**config.mk**
```make
export PLATFORM = sky130hd
export DESIGN_NAME = macguffin_block_packer
export DESIGN_NICKNAME = d
export VERILOG_FILES = /design/src/rtl/macguffin_pkg.sv /design/src/rtl/macguffin_block_packer.sv
export SDC_FILE = /design/constraint.sdc
export NUM_CORES = 1
export LEC_CHECK = 0
export CAP_MARGIN = 25
export CORE_UTILIZATION = 35
export DETAILED_ROUTE_END_ITERATION = 8
export PLACE_DENSITY = 0.55
export SLEW_MARGIN = 20
export SYNTH_ARGS = -nofsm -noshare
export SYNTH_HDL_FRONTEND = slang
export SYNTH_SLANG_ARGS = --single-unit
```
**constraint.sdc**
```tcl
create_clock -name clk -period 3.15 [get_ports clk]
set_clock_uncertainty 0.2 [all_clocks]
set_input_delay 0.63 -clock clk [delete_from_list [all_inputs] [get_ports clk]]
set_output_delay 0.63 -clock clk [all_outputs]
set_load 0.05 [all_outputs]
```
**src/rtl/macguffin_pkg.sv**
```systemverilog
// Shared definitions for the MacGuffin block packer: block geometry, packer
// states and the PKCS#7 tail-padding helper.
package macguffin_pkg;

  localparam int unsigned BLOCK_SIZE = 64;
  localparam int unsigned BYTES      = BLOCK_SIZE / 8;

  typedef enum logic [0:0] {S_FILL, S_PAD} packer_state_t;

  typedef logic [BLOCK_SIZE-1:0] block_t;

  // Slots k..BYTES-1 (big-endian byte order) take the pad value BYTES-k.
  function automatic block_t pad_block(input block_t acc, input logic [7:0] k);
    block_t     blk;
    logic [7:0] pad_val;
    blk     = acc;
    pad_val = 8'(BYTES) - k;
    for (int unsigned i = 0; i < BYTES; i++) begin
      if (8'(i) >= k) blk[BLOCK_SIZE-1-8*i -: 8] = pad_val;
    end
    return blk;
  endfunction

endpackage

```
**src/rtl/macguffin_block_packer.sv**
```systemverilog
// Packs a byte stream into big-endian cipher blocks with PKCS#7 padding and
// presents them through a single registered AXI4-Stream output stage.
module macguffin_block_packer
  import macguffin_pkg::*;
#(
  parameter int unsigned block_size = BLOCK_SIZE
) (
  input  logic                  clk,
  input  logic                  rst,
  input  logic [7:0]            s_axis_tdata,
  input  logic                  s_axis_tvalid,
  input  logic                  s_axis_tlast,
  output logic                  s_axis_tready,
  output logic [block_size-1:0] m_axis_tdata,
  output logic                  m_axis_tvalid,
  output logic                  m_axis_tlast,
  input  logic                  m_axis_tready
);

  localparam logic [7:0] LAST_SLOT = 8'(BYTES - 1);

  packer_state_t state_q, state_d;
  logic [7:0]    cnt_q, cnt_d;
  block_t        acc_q, acc_d;
  block_t        tdata_q, tdata_d;
  logic          tvalid_q, tvalid_d;
  logic          tlast_q, tlast_d;

  logic   out_free;
  logic   accept;
  block_t merged;
  block_t full_pad;

  assign out_free      = ~tvalid_q | m_axis_tready;
  assign s_axis_tready = ~rst & (state_q == S_FILL) & out_free;
  assign accept        = s_axis_tvalid & s_axis_tready;
  assign full_pad      = {BYTES{8'(BYTES)}};

  assign m_axis_tdata  = tdata_q;
  assign m_axis_tvalid = tvalid_q;
  assign m_axis_tlast  = tlast_q;

  // Accumulator with the incoming byte dropped into slot cnt_q.
  always_comb begin
    merged = acc_q;
    for (int unsigned i = 0; i < BYTES; i++) begin
      if (cnt_q == 8'(i)) merged[BLOCK_SIZE-1-8*i -: 8] = s_axis_tdata;
    end
  end

  always_comb begin
    state_d  = state_q;
    cnt_d    = cnt_q;
    acc_d    = acc_q;
    tdata_d  = tdata_q;
    tvalid_d = tvalid_q & ~m_axis_tready;
    tlast_d  = tlast_q;
    unique case (state_q)
      S_FILL: begin
        if (accept) begin
          if (!s_axis_tlast && cnt_q != LAST_SLOT) begin
            acc_d = merged;
            cnt_d = cnt_q + 8'd1;
          end else begin
            tvalid_d = 1'b1;
            cnt_d    = 8'd0;
            acc_d    = '0;
            if (cnt_q == LAST_SLOT) begin
              tdata_d = merged;
              tlast_d = 1'b0;
              // An aligned message still owes a whole pad block.
              if (s_axis_tlast) state_d = S_PAD;
            end else begin
              tdata_d = pad_block(merged, cnt_q + 8'd1);
              tlast_d = 1'b1;
            end
          end
        end
      end
      S_PAD: begin
        if (out_free) begin
          tdata_d  = full_pad;
          tvalid_d = 1'b1;
          tlast_d  = 1'b1;
          state_d  = S_FILL;
        end
      end
      default: state_d = S_FILL;
    endcase
  end

  always_ff @(posedge clk) begin
    if (rst) begin
      state_q  <= S_FILL;
      cnt_q    <= 8'd0;
      acc_q    <= '0;
      tdata_q  <= '0;
      tvalid_q <= 1'b0;
      tlast_q  <= 1'b0;
    end else begin
      state_q  <= state_d;
      cnt_q    <= cnt_d;
      acc_q    <= acc_d;
      tdata_q  <= tdata_d;
      tvalid_q <= tvalid_d;
      tlast_q  <= tlast_d;
    end
  end

endmodule
```
==> results of run 1 <==
[final cells by class]
cell class / count / area, um^2 / area share
tap: 229 / 287 / 0.0355
sequential: 139 / 2780 / 0.345
multi-input combinational: 485 / 3300 / 0.409
timing repair buffer: 110 / 1040 / 0.129
clock buffer: 17 / 425 / 0.0527
inverter: 10 / 37.5 / 0.00465
clock inverter: 15 / 189 / 0.0234
[final timing paths]
kind               startpoint  slack, ns  depth (start not counted)          endpoint
max                  cnt_q[3]       0.19                          6  m_axis_tdata[59]
min          m_axis_tdata[62]       0.25                          2  m_axis_tdata[62]
max reg2reg          cnt_q[3]       0.19                          6  m_axis_tdata[59]
min reg2reg  m_axis_tdata[62]       0.25                          2  m_axis_tdata[62]
[cells in the mapped netlist, types with 3 or more instances]
master,count,area [um^2]
a32oi_1,30,263
buf_2,16,80.1
o21ai_1,12,60.1
mux2_2,38,428
xnor2_1,4,35.0
nand3b_1,5,37.5
and2_1,12,75.1
a21oi_1,32,160
buf_1,4,15.0
buf_4,7,52.6
dfxtp_1,139,2780
a221o_1,3,30.0
nor3_1,9,45.0
nor2_1,96,360
a22o_1,11,96.3
and3_1,6,37.5
nand3_1,8,40.0
or3_1,3,18.8
nand2_1,49,184
nand2b_1,5,31.3
o21bai_1,3,22.5
a22oi_1,45,338
clkbuf_1,33,124
mux2i_1,35,350
nor2b_1,6,37.5
ha_1,5,62.6
o21ai_0,23,115
inv_1,9,33.8
a211oi_1,3,22.5
[through the flow]
step	hold slack, ns	power, uW	instance area [um^2]	utilization	cells
floorplan	0.224	2120	6400	-	695
global placement	0.241	2290	7450	0.415	973
detailed placement	0.245	2290	7450	0.415	973
CTS	0.257	4370	8070	0.449	1005
global route	0.271	4490	8070	0.449	1005
finish	0.252	4350	8070	0.449	1005
[sequential cells by signal, summed over array words and instances (netlist names)]
name / count
state_q: 1
m_axis_tlast: 1
m_axis_tvalid: 1
m_axis_tdata: 64
cnt_q: 8
acc_q: 64
[worst register-to-register path: cells and delay by family, from the launching register on]
family | cells | cell delay [ns]
simple gates | 3 | 1.55
compound gates | 1 | 0.08
flops | 1 | 0.42
mux | 2 | 0.58
[metal layers]
metal | vias to the layer above | wire length (um) | global-route usage
li1 | 2660 | - | -
met1 | 2757 | 9230 | 0.294
met2 | 162 | 9270 | 0.364
met3 | 22 | 842 | 0.0419
met4 | 0 | 330 | 0.0769
met5 | - | 0 | 0
[power by group through the flow]
stage	clock (uW)	sequential [uW]	combinational, uW
3_3_place_gp	0	1860	428
3_5_place_dp	0	1860	432
2_1_floorplan	0	1960	160
5_1_grt	2200	1830	459
6_report	2100	1820	434
4_1_cts	2110	1820	434
[cells by family (layout without fill, tap and decap cells)]
| family | Yosys count | in the layout | synth area share |
|---|---|---|---|
| buf+inv | 71 | 152 | 0.0500 |
| compound gates | 184 | 184 | 0.212 |
| xor+xnor | 4 | 4 | 0.00547 |
| flops | 139 | 139 | 0.435 |
| fa+ha+maj | 5 | 5 | 0.00977 |
| simple gates | 217 | 217 | 0.163 |
| mux | 75 | 75 | 0.125 |
==> out/summary.txt, run 1 <==
Outcome = completed
Worst-path clk slew = 0.07 ns
Clock root buffer = clkbuf_16
First-pass GRT wire length = 31.2 mm
Min Tclk post-route = 2.96 ns
Most used DFF post-synth = dfxtp_1
Starting density of the core = 0.356
Antenna cells = 0
Worst path bufs/invs = 0
Fill cell count = 1,724
Switch share = 0.266
Die Area = 18,800 um^2
Synth warn = 0
P_int = 3190 uW
CP max stage delay = 0.70 ns
HPWL after DPL = 13.2 mm
Power per Cell Area = 539 nW/um^2
1st-iter DRT viols = 464
Avg Cell Area, Syn = 9.21 um^2
Net load switching power = 1160 uW
Commonest non-fill, non-tap cell in the layout = dfxtp_1
Setup TNS = 0 ns
Synthesis-to-finish area growth = 26.1%
Cells after Synth = 695
Crit path cell chain = or4_4 -> nor3_2 -> and2_1 -> mux2_2 -> mux2i_1 -> a221oi_2
Std cell rows = 49
Routed wire length = 19.7 mm
WP data arrival = 3.06 ns
Post-synth EDFFs = 0
Fraction of layout cells with a size suffix above 1 = 0.171
Total track usage = 0.223
TritonCTS clock tree = done
Chip width = 137 um
Yosys reg bits = 139
Drt first pass iters = 5
Initial antenna violation count = 0
FMAX = 0.338 GHz
Chip height = 137 um
Period utilisation layout = 0.940
Vias per Instance = 5.57
Area of the mapped netlist = 6400 um^2
Power share of the sequential group = 0.419
# setup viols final = 0
Clk network pwr share = 0.482
Vias in the first global route = 5,556
Asr flop ratio synth = 0
Area of the core = 18,000 um^2
Top Family by Delay on Critical Path = simple AND/OR/NAND/NOR gates
CTS Buf Count = 17
Pin count of the biggest net entering global routing = 72
Clk buf depth = 2
WL/cell = 19.6 um
Maximum vdd drop = 379 uV
Slew Viols, Final = 0
Commonest non-fill, non-tap cells in the layout = dfxtp_1, nor2_1, clkdlybuf4s50_1, nand2_1, a22oi_1
RSZ-0062 raised after global routing = no
Slew @ Worst Pin = 0.910 ns
CTS Hold Buffers Added = 0
Clock sink count = 139
Routability congestion estimate = 0.848
Io pins = 80
Post-route ant nets = 0
Min-delay worst type = register to register
Fin nets = 781
Post-route setup slack = 0.190 ns
Comb pwr share = 0.100
CP Max Fanout = 11
Slew HR = 0.393
Unique masters post-synth = 66
Kind of start point of the critical path = register
Port bufs = 79
Crit path max-delay cell type = or4_4
Synth Net Count = 713
Worst slack, placed = 0.171 ns
Post-CTS Resized = 0
H-Tree Depth = 4
Sequential fraction of the synthesis area = 0.435
Max_cap viols = 0
Clk Latency, worst-skew pair = 0.43 ns
Worst Setup Path Type = register to register
Worst setup EP type = register
Total number of vias = 5,601
Grt total ovfl = 0
Buffer count from post-CTS setup fixing = 0
Static leakage = 0.00289 uW
CP required = 3.25 ns
Hold Vio Cnt, Final = 0
DR DRC count = 0
Power figures use the tool's default switching activity.
==> run 2, diff against run 1 <==
--- a/config.mk
+++ b/config.mk
@@ -9,7 +9,7 @@
 export CORE_UTILIZATION = 35
 export DETAILED_ROUTE_END_ITERATION = 8
 export PLACE_DENSITY = 0.55
-export SLEW_MARGIN = 20
+export SLEW_MARGIN = 30
 export SYNTH_ARGS = -nofsm -noshare
 export SYNTH_HDL_FRONTEND = slang
 export SYNTH_SLANG_ARGS = --single-unit
==> results of run 2 <==
The final DEF is identical to that of run 1; final timing and power are the same.
